### config.mk
export PLATFORM = sky130hd
export DESIGN_NAME = mtl_event_master
export DESIGN_NICKNAME = d
export VERILOG_FILES = /design/src/rtl/mtl_pkg.sv /design/src/rtl/mtl_event_fifo.sv /design/src/rtl/mtl_event_master.sv
export SDC_FILE = /design/constraint.sdc
export NUM_CORES = 1
export LEC_CHECK = 0
export ABC_AREA = 1
export ABC_CLOCK_PERIOD_IN_PS = 1800
export BUFFER_PORTS_ARGS = -buffer_cell sky130_fd_sc_hd__buf_2
export CAP_MARGIN = 10
export CORE_ASPECT_RATIO = 1.2
export CORE_UTILIZATION = 34
export DETAILED_ROUTE_END_ITERATION = 10
export PLACE_DENSITY = 0.51
export SYNTH_ARGS = -nofsm -noshare
export SYNTH_HDL_FRONTEND = slang
export SYNTH_SLANG_ARGS = --single-unit
### constraint.sdc
create_clock -name clk -period 1.8 [get_ports clk]
set_input_delay 0.09 -clock clk [delete_from_list [all_inputs] [get_ports clk]]
set_output_delay 0.09 -clock clk [all_outputs]
set_load 0.05 [all_outputs]
### src/rtl/mtl_pkg.sv
// Shared types and widths for the event-to-Avalon master.
package mtl_pkg;

    localparam int EVENT_W    = 8;
    localparam int DROP_CNT_W = 8;

    typedef enum logic {
        S_IDLE  = 1'b0,
        S_WRITE = 1'b1
    } state_e;

endpackage

### src/rtl/mtl_event_fifo.sv
// Circular event buffer with wrapping pointers and a separate occupancy counter.
// head_next lets the master reload its write data on the same edge it pops.
module mtl_event_fifo #(
    parameter int DEPTH   = 4,
    parameter int EVENT_W = 8
) (
    input  logic                    clk,
    input  logic                    reset,
    input  logic                    push,
    input  logic [EVENT_W-1:0]      push_data,
    input  logic                    pop,
    output logic [EVENT_W-1:0]      head,
    output logic [EVENT_W-1:0]      head_next,
    output logic                    full,
    output logic                    empty,
    output logic [$clog2(DEPTH):0]  count
);

    localparam int PTR_W = $clog2(DEPTH);
    localparam logic [PTR_W:0] FULL_COUNT = (PTR_W + 1)'(DEPTH);

    logic [EVENT_W-1:0] mem_q [DEPTH];
    logic [PTR_W-1:0]   wr_ptr_q, wr_ptr_d;
    logic [PTR_W-1:0]   rd_ptr_q, rd_ptr_d;
    logic [PTR_W:0]     count_q, count_d;

    assign head      = mem_q[rd_ptr_q];
    assign head_next = mem_q[rd_ptr_q + PTR_W'(1)];
    assign full      = (count_q == FULL_COUNT);
    assign empty     = (count_q == '0);
    assign count     = count_q;

    always_comb begin
        wr_ptr_d = wr_ptr_q;
        rd_ptr_d = rd_ptr_q;
        count_d  = count_q;
        if (push) begin
            wr_ptr_d = wr_ptr_q + PTR_W'(1);
        end
        if (pop) begin
            rd_ptr_d = rd_ptr_q + PTR_W'(1);
        end
        case ({push, pop})
            2'b10:   count_d = count_q + (PTR_W + 1)'(1);
            2'b01:   count_d = count_q - (PTR_W + 1)'(1);
            default: count_d = count_q;
        endcase
    end

    always_ff @(posedge clk or negedge reset) begin
        if (!reset) begin
            wr_ptr_q <= '0;
            rd_ptr_q <= '0;
            count_q  <= '0;
        end else begin
            wr_ptr_q <= wr_ptr_d;
            rd_ptr_q <= rd_ptr_d;
            count_q  <= count_d;
        end
    end

    // Storage needs no reset; an entry is only read after it has been written.
    always_ff @(posedge clk) begin
        if (push) begin
            mem_q[wr_ptr_q] <= push_data;
        end
    end

endmodule

### src/rtl/mtl_event_master.sv
// Buffers one-cycle event strobes and forwards each code as a single Avalon-MM write.
// Overflowing events are dropped and counted with a saturating counter.
module mtl_event_master
    import mtl_pkg::*;
#(
    parameter int   DEPTH       = 4,
    parameter logic TARGET_ADDR = 1'b0
) (
    input  logic                  clk,
    input  logic                  reset,
    input  logic                  event_valid,
    input  logic [EVENT_W-1:0]    event_code,
    output logic                  event_ready,
    output logic                  avm_m0_write,
    output logic                  avm_m0_address,
    output logic [EVENT_W-1:0]    avm_m0_writedata,
    input  logic                  avm_m0_waitrequest,
    output logic [DROP_CNT_W-1:0] drop_count
);

    localparam int CNT_W = $clog2(DEPTH) + 1;

    state_e                state_q, state_d;
    logic                  write_q, write_d;
    logic                  addr_q, addr_d;
    logic [EVENT_W-1:0]    wdata_q, wdata_d;
    logic [DROP_CNT_W-1:0] drop_q, drop_d;

    logic                  fifo_push;
    logic                  fifo_pop;
    logic                  fifo_full;
    logic                  fifo_empty;
    logic [EVENT_W-1:0]    fifo_head;
    logic [EVENT_W-1:0]    fifo_head_next;
    logic [CNT_W-1:0]      fifo_count;
    logic                  complete;

    // Fullness is judged before any same-edge pop, so a full FIFO drops even while draining.
    assign fifo_push = event_valid && !fifo_full;
    assign complete  = (state_q == S_WRITE) && !avm_m0_waitrequest;
    assign fifo_pop  = complete;

    mtl_event_fifo #(
        .DEPTH   (DEPTH),
        .EVENT_W (EVENT_W)
    ) u_fifo (
        .clk       (clk),
        .reset     (reset),
        .push      (fifo_push),
        .push_data (event_code),
        .pop       (fifo_pop),
        .head      (fifo_head),
        .head_next (fifo_head_next),
        .full      (fifo_full),
        .empty     (fifo_empty),
        .count     (fifo_count)
    );

    always_comb begin
        state_d = state_q;
        write_d = write_q;
        addr_d  = TARGET_ADDR;
        wdata_d = wdata_q;
        drop_d  = drop_q;

        if (event_valid && fifo_full && (drop_q != '1)) begin
            drop_d = drop_q + DROP_CNT_W'(1);
        end

        case (state_q)
            S_IDLE: begin
                if (!fifo_empty) begin
                    state_d = S_WRITE;
                    write_d = 1'b1;
                    wdata_d = fifo_head;
                end
            end
            S_WRITE: begin
                // With one entry left, a same-edge push becomes the next head and is bypassed in.
                if (complete) begin
                    if (fifo_count > CNT_W'(1)) begin
                        wdata_d = fifo_head_next;
                    end else if (fifo_push) begin
                        wdata_d = event_code;
                    end else begin
                        state_d = S_IDLE;
                        write_d = 1'b0;
                    end
                end
            end
            default: begin
                state_d = S_IDLE;
                write_d = 1'b0;
            end
        endcase
    end

    always_ff @(posedge clk or negedge reset) begin
        if (!reset) begin
            state_q <= S_IDLE;
            write_q <= 1'b0;
            addr_q  <= TARGET_ADDR;
            wdata_q <= '0;
            drop_q  <= '0;
        end else begin
            state_q <= state_d;
            write_q <= write_d;
            addr_q  <= addr_d;
            wdata_q <= wdata_d;
            drop_q  <= drop_d;
        end
    end

    assign event_ready      = !fifo_full;
    assign avm_m0_write     = write_q;
    assign avm_m0_address   = addr_q;
    assign avm_m0_writedata = wdata_q;
    assign drop_count       = drop_q;

endmodule

Yosys cells after proc, flatten, opt, wreduce, memory -nomap -nowiden:

Memories as Yosys holds them, arrays and structs flattened.
Cells that the tools add are included.

* bits in registers: 25
* latch bits: 0
* memory bits (writable): 32
* ROM bits: 0
* output and inout bits: 19
* word-level logic and storage cells: 51
* memories kept: 1

Memory list
* u_fifo.mem_q: depth 4, width 8, read ports 2, clocked after Yosys merged registers in 0, write ports 1, RTL line mtl_event_fifo.sv:22 `logic [EVENT_W-1:0] mem_q [DEPTH];`

* add/subtract/negate cells: 5
* $mul: 0
* div/mod/pow operators: 0
* magnitude comparators: 1
* equal/unequal tests: 9
* shift-type cells: 0
* muxes and demuxes: 17
* bitwise logic cells: 1
* reductions and logical operators: 10

Operators with widths (number)
* 8-bit 2-to-1 mux: 4
* 8-bit case mux with 2 select lines: 1
* 1-bit 2-to-1 mux: 9
* 8-bit by 1-bit adder with 8-bit output, second input constant: 1
* 8-bit inequality test, second input constant: 1
* 2-bit inequality test, second input constant: 3
* 3-bit case mux with 2 select lines: 1
* 2-bit by 1-bit adder with 2-bit output, second input constant: 2
* 1-bit logical AND: 4
* 1-bit case mux with 2 select lines: 2
* 4-bit AND reduction: 1
* 3-bit by 1-bit adder with 3-bit output, second input constant: 1
* 3-bit equality test, second input constant: 1
* 3-bit by 1-bit > comparator with 1-bit output, second input constant: 1
* 3-bit zero test: 1
* 3-bit by 1-bit inequality test with 1-bit output, second input constant: 1
* 3-bit AND reduction: 1
* 3-bit by 1-bit subtractor with 3-bit output, second input constant: 1
* 2-bit by 1-bit equality test with 1-bit output, second input constant: 1
* 2-bit equality test, second input constant: 1
* 1-bit zero test: 2
* 2-bit by 1-bit inequality test with 1-bit output, second input constant: 1
* 2-bit nonzero test: 1
* 1-bit inverter: 1

Logic depth before layout (Yosys ltp):

* depth in word-level cells: 7
* gate-level depth with buffers: 11
* mapped depth without buffers: 9

Cells and area by module:

A second synthesis with hierarchy kept.

* cells, all modules: 384
* area, all modules: 3215.6 µm²

By module, submodules not included
* mtl_event_fifo: instances 1, cells each 206, area each 2016.9 µm²
* mtl_event_master: instances 1, cells each 178, area each 1198.6 µm²

Worst setup path before layout:

Ideal clock, no wire load.

* path kind: reg2reg
* start: register u_fifo.count_q[0], in the netlist u_fifo.count[0]
* end: memory u_fifo.mem_q[0][0] (enable)
* arrival: 1.472 ns
* setup slack: -0.042 ns
* stages on the path, launching flop included: 6
* cells stage by stage: dfrtp_1 > inv_1 > ha_1 > nand2_2 > nand2_4 > nor2_1

* cells in the longest elaborated chain, start to end: 5

Ends and longest elaborated chain
* from (decl): RTL line mtl_event_fifo.sv:25 `logic [PTR_W:0] count_q, count_d;`
* from (signal assigned): RTL line mtl_event_fifo.sv:58 `count_q <= count_d;`
* 3-bit equality test: RTL line mtl_event_fifo.sv:29 `assign full = (count_q == FULL_COUNT);`
* 1-bit zero test
* via event_ready: RTL line mtl_event_master.sv:13 `output logic event_ready,`
* 1-bit logical AND: RTL line mtl_event_master.sv:39 `assign fifo_push = event_valid && !fifo_full;`
* 1-bit 2-to-1 mux: RTL line mtl_event_fifo.sv:64 `if (push) begin`
* 1-bit 2-to-1 mux (implied by the code): RTL line mtl_event_fifo.sv:65 `mem_q[wr_ptr_q] <= push_data;`
* to (decl): RTL line mtl_event_fifo.sv:22

The timed path passes the listed nets, and every way through them passes these cells.

Worst setup path after layout:

* start: register u_fifo.count_q[1], in the netlist u_fifo.count[1]
* end: register wdata_q[3], in the netlist avm_m0_writedata[3]

* cells in the longest elaborated chain, start to end: 5

Ends and longest elaborated chain
* parallel branches: the longest is 5 deep, another holds 3-bit by 1-bit > comparator with 1-bit output
* to (signal assigned): RTL line mtl_event_master.sv:109 `wdata_q <= wdata_d;`
* to (decl): RTL line mtl_event_master.sv:26 `logic [EVENT_W-1:0] wdata_q, wdata_d;`

Parallel ways; which one is timed is not known. The select of a mux whose other input is x is not followed.
A chain may end at the register's enable or synchronous reset.

==> results.toml <==
[routing]
vias = 2464
dr.pass1.iters = 5
wl_um = 7174
drc_errors = 0
drtIter0Drc = 152
antenna_left = 0
wl_per_cell_um = 13.46
routed_via_density = 4.623

[clock_tree]
clock_latency_ns = 0.34
clockRootBuffer = "clkbuf_8"
cts_tree = "built"
clkTransAtPathRegs_ns = 0.07
clock-sinks = 57
clock_path_buffers = 2
htreeDepth = 3
numCtsBuffers = 9

[floorplan]
die_height_um = 106.7
core_area_um2 = 8703
start_util_pct = 35.67
ioPinCount = 31
rows = 37
die_x_um = 89.23
dieArea_um2 = 9518

[worst_setup_path]
endpoint_kind = "register"
start_kind = "register"
arrival_ns = 1.87
ff2ff_path_depth = 9
critPathMaxFanout = 9
path_class = "reg2reg"
r2r_start = "u_fifo.count[1]$_DFFE_PN0P_"
r2r_end = "avm_m0_writedata[3]$_DFFE_PN0P_"
required_ns = 2.03
r2r_setup_slack_ns = 0.16

[outcome]
status = "finished, final reports clean"

[finish]
drive_gt1_share_pct = 17.31
register_area_um2 = 1587
synthToLayoutAreaGrowth_pct = 16.08
fillers = 934
multi_input_comb_area_um2 = 1310
nNetsFinal = 432
final_common_cell = "nand2_1"
layout_common_cells = "nand2_1 (148), nor2_1 (38), edfxtp_1 (32)"
antenna_cells = 0

[pwr]
max-vdd-ir-drop_mv = 0.8211
p_int_mw = 3.364
swShare_pct = 48.88
pwr-share-comb_pct = 53.2
p_switching_mw = 3.216
total_power_mw = 6.581
seqPwrFrac_pct = 31.1
p_leak_nw = 1.748
clkPwrFrac_pct = 15.6
powerDensity_nw_per_um2 = 1826

[sta]
fmax_ghz = 0.6095
setup_viol = 0
skew_ns = 0.01004
slew_violations = 0
hold_ws_ns = 0.02608
min_period_ns = 1.641
min_period_over_period_pct = 91.16
slew_headroom_pct = 61.87
finalHoldViolations = 0
rsz0062_at_grt = "no"
worst_slew_pin_slew_ns = 0.5719

[logic_synthesis]
yosysWarnings = 0
synth_fp_nets = 387
synthCells = 366
netlist_area_um2 = 3104
synth_area_per_cell_um2 = 8.481
yosysUniqueCellTypes = 31
ys_seq_area_share_pct = 51.11
ys_ff_latch = 57

[place]
routabilityCongestion = 0.7850
portBuffers = 29
dp_hpwl_um = 4989

[global_route]
grt_pass1_vias = 2460
grt_pass1_wl_um = 11790
antenna_found_initial = 0
grt_usage_pct = 16.98
gr-total-overflow = 0
grt_max_degree = 34

[hold_path]
hold_start = "event_code[2]"
worstHoldPathCells = 1
min_to = "u_fifo.mem_q[2][2]$_DFFE_PP_"
hold_class = "in2reg"

[job]
cap_violations = 0
-- synthesized netlist by cell type (all sizes together) --
library cell	n	area, um2
dfrtp	25	625.6
clkbuf	1	3.750
inv	28	110.1
mux2	1	11.26
nand3b	2	15.01
nor3	1	5.000
ha	9	112.6
o21bai	1	7.510
conb	1	3.750
buf	10	96.35
nand3	15	85.08
o21ai	25	140.1
xnor2	4	35.03
nor2	40	173.9
a21oi	9	45.04
edfxtp	32	960.9
xor2	6	60.06
nand2	156	613.1
-- power by group through the flow --
stage / clock (mW) / combinational [mW] / sequential (mW)
2_1_floorplan: 0 / 2.27 / 2.50
3_3_place_gp: 0 / 3.52 / 2.06
3_5_place_dp: 0 / 3.52 / 2.08
4_1_cts: 1.06 / 3.55 / 2.05
5_1_grt: 1.12 / 3.96 / 2.10
6_report: 1.03 / 3.50 / 2.05
-- how the worst max path moves through the flow --
stage / endpoint / slack [ns] / from
after CTS: avm_m0_writedata[0]$_DFFE_PN0P_ / 0.06 / u_fifo.count[1]$_DFFE_PN0P_
final: avm_m0_writedata[3]$_DFFE_PN0P_ / 0.16 / u_fifo.count[1]$_DFFE_PN0P_
after detailed placement: avm_m0_writedata[0]$_DFFE_PN0P_ / 0.06 / u_fifo.count[1]$_DFFE_PN0P_
after global routing: avm_m0_writedata[3]$_DFFE_PN0P_ / 0.04 / u_fifo.count[1]$_DFFE_PN0P_
after global placement: avm_m0_writedata[0]$_DFFE_PN0P_ / 0.11 / u_fifo.count[1]$_DFFE_PN0P_
after floorplan: u_fifo.mem_q[0][0]$_DFFE_PP_ / -0.04 / u_fifo.count[0]$_DFFE_PN0P_
-- critical path, stage by stage (launching register included) --
cell	delay [ns]
dfrtp_1	0.41
inv_1	0.14
ha_1	0.19
nand2_1	0.07
nand2_2	0.21
nand3_2	0.13
o21ai_4	0.16
inv_4	0.10
nand2_1	0.09
nand2_1	0.05
-- kinds of logic after synthesis --
| kind of cell | share of synthesized area, % |
|---|---|
| simple gates | 28.74 |
| mux | 0.3627 |
| flops | 51.11 |
| other cells | 0.1208 |
| fa+ha+maj | 3.628 |
| compound gates | 6.207 |
| buf+inv | 6.771 |
| xor+xnor | 3.063 |
-- layout make-up --
type | instances | area share, %
Multi-Input combinational cell | 270 | 36.35
Clock inverter | 4 | 0.5556
Timing Repair Buffer | 45 | 7.917
Sequential cell | 57 | 44.03
Tap cell | 117 | 4.062
Clock buffer | 12 | 4.028
Inverter | 28 | 3.056
-- sequential cells by signal (all words and copies together), names as in the netlist --
register          count
u_fifo.count          3
u_fifo.rd_ptr_q       2
drop_count            8
avm_m0_writedata      8
u_fifo.wr_ptr_q       2
state_q               1
u_fifo.mem_q         32
avm_m0_write          1
-- per-stage QoR --
stage / cells / TNS, ns / util [%] / cell area [um2] / worst slack (ns)
floorplan: 366 / -1.354 / - / 3104 / -0.04231
global placement: 509 / 0 / 38.56 / 3356 / 0.1079
detailed placement: 509 / 0 / 38.56 / 3356 / 0.06109
CTS: 533 / 0 / 41.37 / 3601 / 0.05509
global route: 533 / 0 / 41.40 / 3603 / 0.03923
finish: 533 / 0 / 41.40 / 3603 / 0.1592
-- repair_timing --
item                       4_1_cts  5_1_grt
setup buffers                    0        0
setup endpoints to repair        0        7
gates resized for setup          0        1
hold buffers                     8        0
hold endpoints to repair        47        0
-- metal layers --
layer  vias up  GRT usage (%)  share of wire [%]
met5         -              0                  0
met4         0          6.236                1.4
met3         6          3.772                5.2
met2        62          28.95                 51
met1      1148          20.67                 43
li1       1248              -                  -
Note: power is estimated with default switching activity, not from simulation.
